[src/rtl/sdram_arbiter.sv]
`default_nettype none
// sdram_arbiter - two-port round-robin request arbiter for the SDRAM control unit (rev 1.0)
module sdram_arbiter #(
   parameter int ADDR_WIDTH  = 24,
   parameter int DATA_WIDTH  = 32,
   parameter int SELECT_HOLD = 16
) (
   input  logic                  clk,
   input  logic                  n_rst,
   input  logic                  req0,
   input  logic                  req1,
   input  logic                  wr0,
   input  logic                  wr1,
   input  logic                  brst0,
   input  logic                  brst1,
   input  logic [ADDR_WIDTH-1:0] addr0,
   input  logic [ADDR_WIDTH-1:0] addr1,
   input  logic [DATA_WIDTH-1:0] wdata0,
   input  logic [DATA_WIDTH-1:0] wdata1,
   output logic                  gnt0,
   output logic                  gnt1,
   output logic                  done0,
   output logic                  done1,
   input  logic                  idle,
   input  logic [2:0]            opcode,
   output logic                  select,
   output logic                  r_enable,
   output logic                  w_enable,
   output logic                  burst,
   output logic [ADDR_WIDTH-1:0] addr,
   output logic [DATA_WIDTH-1:0] wdata,
   output logic                  owner,
   output logic                  busy
);

   localparam int HOLD_W = (SELECT_HOLD > 0) ? $clog2(SELECT_HOLD + 1) : 1;
   localparam logic [HOLD_W-1:0] HOLD_LOAD = HOLD_W'(SELECT_HOLD);
   localparam logic [HOLD_W-1:0] HOLD_ONE  = HOLD_W'(1);

   typedef enum logic [1:0] {
      ARB       = 2'd0,
      ISSUE     = 2'd1,
      WAIT_BUSY = 2'd2,
      WAIT_DONE = 2'd3
   } state_t;

   state_t                state;
   logic                  wr_q;
   logic                  brst_q;
   logic                  last_grant;
   logic [HOLD_W-1:0]     hold_cnt;
   logic                  winner;
   logic                  win_wr;
   logic                  win_brst;
   logic [ADDR_WIDTH-1:0] win_addr;
   logic [DATA_WIDTH-1:0] win_wdata;

   // On a tie the port that did not win last time gets the controller.
   always_comb begin
      winner    = (req0 && req1) ? !last_grant : req1;
      win_wr    = winner ? wr1    : wr0;
      win_brst  = winner ? brst1  : brst0;
      win_addr  = winner ? addr1  : addr0;
      win_wdata = winner ? wdata1 : wdata0;
   end

   assign busy   = (state != ARB);
   assign select = busy | req0 | req1 | (hold_cnt != '0);

   always_ff @(posedge clk or negedge n_rst) begin
      if (!n_rst) begin
         state      <= ARB;
         wr_q       <= 1'b0;
         brst_q     <= 1'b0;
         last_grant <= 1'b1;
         hold_cnt   <= '0;
         owner      <= 1'b0;
         addr       <= '0;
         wdata      <= '0;
         r_enable   <= 1'b0;
         w_enable   <= 1'b0;
         burst      <= 1'b0;
         gnt0       <= 1'b0;
         gnt1       <= 1'b0;
         done0      <= 1'b0;
         done1      <= 1'b0;
      end else begin
         gnt0  <= 1'b0;
         gnt1  <= 1'b0;
         done0 <= 1'b0;
         done1 <= 1'b0;
         case (state)
            ARB: begin
               if (req0 || req1) begin
                  state      <= ISSUE;
                  owner      <= winner;
                  last_grant <= winner;
                  wr_q       <= win_wr;
                  brst_q     <= win_brst;
                  addr       <= win_addr;
                  wdata      <= win_wdata;
                  r_enable   <= !win_wr;
                  w_enable   <= win_wr;
                  burst      <= win_brst;
                  gnt0       <= !winner;
                  gnt1       <= winner;
               end else if (hold_cnt != '0) begin
                  hold_cnt <= hold_cnt - HOLD_ONE;
               end
            end
            // Command stays presented until the controller echoes the matching opcode.
            ISSUE: begin
               if (opcode == {1'b1, wr_q, brst_q}) begin
                  state    <= WAIT_BUSY;
                  r_enable <= 1'b0;
                  w_enable <= 1'b0;
                  burst    <= 1'b0;
               end
            end
            WAIT_BUSY: begin
               if (!idle) begin
                  state <= WAIT_DONE;
               end
            end
            WAIT_DONE: begin
               if (idle) begin
                  state    <= ARB;
                  done0    <= !owner;
                  done1    <= owner;
                  hold_cnt <= HOLD_LOAD;
               end
            end
            default: state <= ARB;
         endcase
      end
   end

endmodule
`default_nettype wire

[config.mk]
export PLATFORM = sky130hd
export DESIGN_NAME = sdram_arbiter
export DESIGN_NICKNAME = d
export VERILOG_FILES = /design/src/rtl/sdram_arbiter.sv
export SDC_FILE = /design/constraint.sdc
export NUM_CORES = 1
export LEC_CHECK = 0
export CAP_MARGIN = 0
export CORE_UTILIZATION = 40
export CTS_BUF_LIST = sky130_fd_sc_hd__clkbuf_4 sky130_fd_sc_hd__clkbuf_8
export DETAILED_ROUTE_END_ITERATION = 10
export GPL_TIMING_DRIVEN = 0
export PLACE_DENSITY = 0.78
export SYNTH_ARGS = -nofsm -noshare
export SYNTH_HDL_FRONTEND = slang
export SYNTH_SLANG_ARGS = --single-unit
[constraint.sdc]
create_clock -name clk -period 2.1 [get_ports clk]
set_input_delay 0.21 -clock clk [delete_from_list [all_inputs] [get_ports clk]]
set_output_delay 0.21 -clock clk [all_outputs]
set_load 0.05 [all_outputs]
==> out/metrics.yaml <==
min_path:
  hp-class: "in2async"
place:
  place_hpwl_mm: 7.728
  port_buffers: 189
  dp_cells: 609
  gp_congestion: 0.7929
cells_and_area:
  nets: 646
  antennaDiodeCount: 0
  final-instance-count-excl-fill: 623
  syn_to_final_growth_pct: 63.15
  layout-drive-gt1-share: 0.07722
  n_fill_cell: 652
  final_util: 0.6816
floorplan:
  dieArea_um2: 9044
  die_x_um: 95.10
  initial_core_util: 0.4178
  rows: 33
  die_h_um: 95.10
  ios: 190
  coreArea_um2: 8299
timing:
  hold_viol_final: 0
  rsz0062_at_grt: "yes"
  clock_skew_ns: 0.006883
  whs_ns: 0.3697
  slew_viol_final: 0
  period_minus_slack_ns: 1.991
  tightest_slew_ns: 0.5481
  relSlewSlack: 0.6334
  post-route-period-util: 0.9479
  clock.fmax_ghz: 0.5024
  setup-violations-final: 0
synth:
  syn_inst: 314
  synthTopCellsByArea: "dfrtp_1, mux2i_1, o21ai_0"
  synth_top_area_cell: "dfrtp_1"
  synth.distinct_cells: 36
  synth_fp_nets: 444
  syn_area_per_cell_um2: 11.04
  yosys_warnings: 0
  synth_edf_count: 0
  synth_top_area_share: 0.5269
  netlist_area_um2: 3467
  ys_seq_elements: 74
  synthArstFlopShare: 1.000
  synthFlopType: "dfrtp_1"
  ys_seq_area_frac: 0.5345
grt:
  antenna_found_initial: 0
  overflow: 0
  grt_max_degree: 41
  grt_pass1_wl_mm: 15.49
  groute.usage.overall: 0.2282
  grt_pass1_vias: 3306
cts:
  clock_path_buffers: 2
  cts_tree: "yes"
  clk_latency_ns: 0.34
  cts_sinks: 74
  cts_buffers: 9
  cts_root_buf: "clkbuf_8"
  clkTransAtPathRegs_ns: 0.07
  htreeDepth: 3
detailed_routing:
  dr.pass1.iters: 6
  vias: 3187
  drt_iter0_markers: 145
  post_drt_wl_per_cell_um: 16.03
  drtAntennaViolNets: 0
  via_per_inst: 5.116
  drcViolationCount: 0
  wirelength_mm: 9.989
critical_path:
  endpoint_kind: "register"
  crit_start: "state[1]$_DFFE_PN0P_"
  worstSetupPathType: "reg2reg"
  path_buf_inv: 2
  setup.worst_path.end: "state[1]$_DFFE_PN0P_"
  crit_family: "simple AND/OR/NAND/NOR gates"
  critPathLaunchType: "register"
  cp.depth: 7
  ff2ff_path_depth: 7
  timing.rr.end: "state[1]$_DFFE_PN0P_"
  critPathMaxStageDelay_ns: 0.41
  r2r_setup_slack_ns: 0.11
  slowest_stage: "dfrtp_1"
  crit_arrival_ns: 2.22
  cp.required_ns: 2.33
  reg2reg_from: "state[1]$_DFFE_PN0P_"
  critPathMaxFanout: 9
  crit_chain: "inv_1, ha_1, buf_6, nor3b_4, nor4b_4, o221ai_2, mux2_4"
job:
  drv_cap: 0
power:
  powerDensity_nw_per_um2: 1565
  vdd_drop_max_mv: 0.8794
  p_leak_nw: 2.537
run_status:
  status: "completed"
-- per-layer routing --
layer	global-route usage	vias to the layer above	part of all wire
met5	0	-	0
met4	0.09722	0	0.022
met3	0.06539	18	0.083
met2	0.3929	136	0.49
met1	0.2642	1510	0.40
li1	-	1523	-
-- per-stage QoR --
step                 TNS, ns  power [mW]  cell area, um^2  setup WS (ns)
floorplan                  0       6.069             3467         0.2367
global placement     -129.85       7.872             5490         -1.753
detailed placement    -2.861       8.019             5508        -0.1916
CTS                  -0.1236       8.933             5663        -0.1236
global route        -0.01963       9.355             5657       -0.01963
finish                     0       8.851             5657         0.1095
-- timing repair --
action,4_1_cts,5_1_grt
pin swaps,0,1
resized for setup,3,7
hold buffers,1,0
hold endpoints to repair,33,0
setup endpoints to repair,3,13
setup buffers,0,0
-- final cells by class --
class	count	area (um^2)	share of cell area
timing repair buffer	191	1909	0.3375
sequential	74	1853	0.3276
multi-input combinational	192	1363	0.2409
buffer	20	148.9	0.02632
tap	105	131.4	0.02322
clock buffer	9	123.9	0.02190
inverter	28	105.1	0.01858
clock inverter	4	22.52	0.003981
-- cells in the final DEF, fill, tap and decap left out, drive strengths merged, types with 2 or more instances in the layout --
cell type,count
a222oi,21
o21ai,45
dfrtp,73
inv,28
xor2,2
o31ai,3
nand2,43
nor3b,3
mux2i,38
clkbuf,18
a211o,2
mux2,2
ha,6
clkdlybuf4s50,186
clkinv,3
nor2,10
nor4,2
a31oi,2
buf,15
-- state kept, by name (all words and copies together) (netlist names) --
register and cells:
done1 1, gnt1 1, r_enable 1, last_grant 1
done0 1, brst_q 1, w_enable 1, owner 1
wr_q 1, state 2, gnt0 1, addr 24
hold_cnt 5, wdata 32, burst 1
-- cell families (layout without fill, tap and decap cells) --
family,after synthesis,in the layout,synth area share
compound gates,79,79,0.1577
flops,74,74,0.5345
simple gates,65,65,0.09130
buf+inv,48,252,0.07254
mux,40,40,0.1173
fa+ha+maj,6,6,0.02165
xor+xnor,2,2,0.005053
-- synth_stat cells (all sizes together) (3+ instances only) --
library cell	count
a222oi	21
ha	6
nor3b	3
clkbuf	8
mux2i	38
nand2	43
o31ai	3
nor2	10
inv	28
buf	12
dfrtp	73
o21ai	45
-- power by group --
| group | switching (mW) | internal, mW |
|---|---|---|
| combinational | 3.49 | 1.98 |
| sequential | 0.386 | 2.11 |
| clock | 0.488 | 0.402 |
-- worst min path at each step --
stage / cells after the start / start / to
final: 2 / n_rst / burst$_DFFE_PN0P_
after global routing: 2 / n_rst / burst$_DFFE_PN0P_
after CTS: 2 / n_rst / wdata[31]$_DFFE_PN0P_
after detailed placement: 1 / n_rst / burst$_DFFE_PN0P_
after global placement: 2 / wdata[6]$_DFFE_PN0P_ / wdata[6]$_DFFE_PN0P_
after floorplan: 0 / n_rst / addr[0]$_DFFE_PN0P_
(Power assumes the default switching activity.)
==> RTL change 1: new RTL, same flow settings <==
The parameter `SELECT_HOLD` goes from 16 to 8.
--- a/src/rtl/sdram_arbiter.sv
+++ b/src/rtl/sdram_arbiter.sv
@@ -5,3 +5,3 @@
    parameter int DATA_WIDTH  = 32,
-   parameter int SELECT_HOLD = 16
+   parameter int SELECT_HOLD = 8
 ) (
Check against the original RTL: same outputs for any inputs over 10 cycles, from zero or initial values and one cycle with n_rst low; that may be too few to reach the edited logic, so the function may still have changed.
==> RTL change 1 against the unedited design <==
  * First-iteration DRC count up 33%
  * Sequential share of layout area down 0.58 points
  * Total power up 2.5%
  * Fmax down 1.1%
  * Worst setup slack worse by 0.023 ns
  * Routed wire length up 1.2%
  * Hold slack worse by 0.16 ns
  * Synthesized area down 2.2%
  * Final area up 0.44%
  * Sequential cell count down 1
  * Combinational power about the same
  * Via count down 0.69%
  * Largest power group unchanged
==> RTL change 1: results <==
{
  "status": "completed",
  "seq_cells": 73,
  "nNetsFinal": 640,
  "vias_per_cell": 5.10,
  "clk_share_pct": 3.52,
  "fmax_ghz": 0.497,
  "clockBufferCount": 13,
  "ir_drop_v": 0.000757,
  "synthAdderAreaFrac_pct": 2.21,
  "nMultiInputCombCells": 187,
  "drt_iter0_drc": 193,
  "maxSlewHeadroom_pct": 63.1,
  "finClkSkew_ns": 0.00616,
  "wl_um": 10100,
  "wl_met3_um": 889,
  "regArea_um2": 1830,
  "async_flop_share_pct": 100,
  "synthTopCellsByArea": "dfrtp_1 (53%), mux2i_1 (12%), a222oi_1 (5.9%), o21ai_0 (5.3%), nand2_1 (4.8%)",
  "seq_area_frac_synth_pct": 53.9,
  "pre_cts_slack_ns": -0.230,
  "multi_input_area_share_pct": 24.2,
  "synth_xor_area_share_pct": 0.517,
  "fillers": 649,
  "gr-usage-met2_pct": 40.4,
  "hpwlAfterDp_um": 7600,
  "internal-power_w": 0.00469,
  "area_share_nonclk_buffers_pct": 36.1,
  "grtUsageMet1_pct": 27.4,
  "wl_met2_um": 5180,
  "use_met3_pct": 8.01,
  "cts_resized": 5,
  "arrival_ns": 2.24,
  "top_regs": "wdata (32), addr (24), hold_cnt (4)",
  "synthesis.nets": 436,
  "critical_path.slowest_cell": "dfrtp_1",
  "holdWs_ns": 0.209,
  "wl_met1_um": 3910,
  "reg2reg_from": "state[0]",
  "grt_max_degree": 72,
  "synth_common_cells": "dfrtp_1 (72), nand2_1 (43), mux2i_1 (39)",
  "synth_compound_area_share_pct": 15.3,
  "reg2reg_slack_ns": 0.09,
  "synth_mux_area_share_pct": 12.3,
  "p_total_w": 0.00907,
  "grt_pass1_wl_um": 15600,
  "inverters": 26,
  "grt_pass1_vias": 3178,
  "grt_usage_pct": 23.7,
  "combPwrFrac_pct": 60.3,
  "first_pass_iters": 7
}
[RTL change 1: changes by cell type in the layout (fill, tap and decap cells not counted), moves of 3 or more]
| cell | before | now |
|---|---|---|
| buf_6 | 9 | 4 |
| o21ai_0 | 44 | 36 |
| clkbuf_4 | 0 | 3 |
| nor2_1 | 9 | 6 |
| o21ai_1 | 0 | 4 |
| buf_4 | 1 | 4 |
[RTL change 1: metrics by stage]
stage / instance area [µm²] / TNS (ns) / std cells
after global placement: 5410 / -127.69 / 600
after detailed placement: 5440 / -4.98 / 601
after floorplan: 3390 / 0 / 306
after CTS: 5660 / -0.190 / 618
after global routing: 5680 / -0.00397 / 620
final: 5680 / 0 / 620
[RTL change 1: how the worst max path moves through the flow]
stage,from,end,cells past startpoint
final,state[0],state[1],7
after global routing,state[1],state[1],7
after global placement,n_rst,wdata[8],1
after detailed placement,req0,wdata[11],6
after CTS,state[0],select,6
after floorplan,state[0],state[1],7
==> RTL change 2: new RTL, same settings <==
Without the edit above. Re-encode `state_t` (4 states) as Gray code, 2 bits wide.
--- a/src/rtl/sdram_arbiter.sv
+++ b/src/rtl/sdram_arbiter.sv
@@ -40,6 +40,6 @@
    typedef enum logic [1:0] {
-      ARB       = 2'd0,
-      ISSUE     = 2'd1,
-      WAIT_BUSY = 2'd2,
-      WAIT_DONE = 2'd3
+      ARB       = 2'b00,
+      ISSUE     = 2'b01,
+      WAIT_BUSY = 2'b11,
+      WAIT_DONE = 2'b10
    } state_t;
Function: same outputs for any inputs over 10 cycles, from zero or initial values and one cycle with n_rst low; not proved beyond that.
==> RTL change 2 against the unedited design <==
  * Clock skew rose by 0.0028 ns
  * Global-route usage is 1.6 points higher
  * Final area decreased by 1.6%
  * Clock power is 17% higher
  * Total power shrank 0.30%
  * Routed wire length rose by 1.7%
  * Synthesized area down 5.1%
  * Combinational power shrank 3%
  * Sequential cell count unchanged
  * Non-clock buffer count up 8
  * Worst setup slack got worse by 0.060 ns
  * Sequential share of layout area rose by 0.53 points
  * Critical path type is now flip-flop to output pin
  * Largest cell class unchanged
==> RTL change 2: results <==
{
  "synthTopCellsByArea": "dfrtp_1 (55%), nand2_1 (14%), a31oi_1 (6.7%), a22oi_1 (4.8%), nor2_1 (4.4%)",
  "use_met3_pct": 9.11,
  "wl_met2_um": 4940,
  "inverters": 5,
  "yosysUniqueCellTypes": 35,
  "cts_resized": 11,
  "arrival_ns": 1.84,
  "cpPeakStageDelay_ns": 0.38,
  "grtUsageMet1_pct": 28.9,
  "status": "completed",
  "dp_cells": 653,
  "multi_input_area_um2": 1300,
  "reg2reg_slack_ns": 0.30,
  "endpoint": "select",
  "first_pass_iters": 5,
  "drive_gt1_share_pct": 8.92,
  "wl_met1_um": 3940,
  "netlist.area_leader.share_pct": 55.5,
  "ir_drop_v": 0.000855,
  "nNetsFinal": 692,
  "grt_usage_pct": 24.4,
  "hpwlAfterDp_um": 7590,
  "synth_compound_area_share_pct": 15.5,
  "post_cts_buffers": 3,
  "clk_share_pct": 3.24,
  "grt_pass1_vias": 3403,
  "drt_iter0_drc": 105,
  "fillers": 633,
  "nMultiInputCombCells": 258,
  "num_tap_cells": 102,
  "gp_congestion": 0.808,
  "combPwrFrac_pct": 60.2,
  "synthAdderAreaFrac_pct": 0.380,
  "worstReg2RegEnd": "hold_cnt[0]",
  "seqPwrFrac_pct": 28.1,
  "tightest_slew_ns": 0.569,
  "holdWs_ns": 0.338,
  "critPathLaunch": "hold_cnt[1]",
  "grt_pass1_wl_um": 16200,
  "placed_area_um2": 5330,
  "grt_max_degree": 43,
  "synth_mux_area_share_pct": 0.608
}
[RTL change 2: cell types whose count changed in the layout (fill, tap and decap cells not counted), moves of 23 or more]
cell     delta
a31oi_1    +33
inv_1      -23
mux2i_1    -36
nand2_1    +80
nor2_1     +30
o21ai_0    -38
[RTL change 2: stage by stage]
| stage | setup slack (ns) | setup TNS [ns] | total power, W | util, % |
|---|---|---|---|---|
| after global routing | -0.00757 | -0.00757 | 0.00934 | 70.9 |
| after CTS | 0.0392 | 0 | 0.00886 | 70.8 |
| after detailed placement | -0.330 | -0.330 | 0.00774 | 67.9 |
| after global placement | -1.82 | -133.61 | 0.00763 | 67.7 |
| final | 0.0499 | 0 | 0.00882 | 70.9 |
| after floorplan | 0.250 | 0 | 0.00585 | - |
[RTL change 2: cells by family (layout without fill, tap and decap cells)]
logic type	after synthesis	after routing
AOI/OAI and AO/OA	75	75
DFF	74	74
xor gates and xnor gates	2	2
buffers and inverters	29	240
muxes	2	2
adders and majority gates	1	1
and+or+nand+nor	178	178
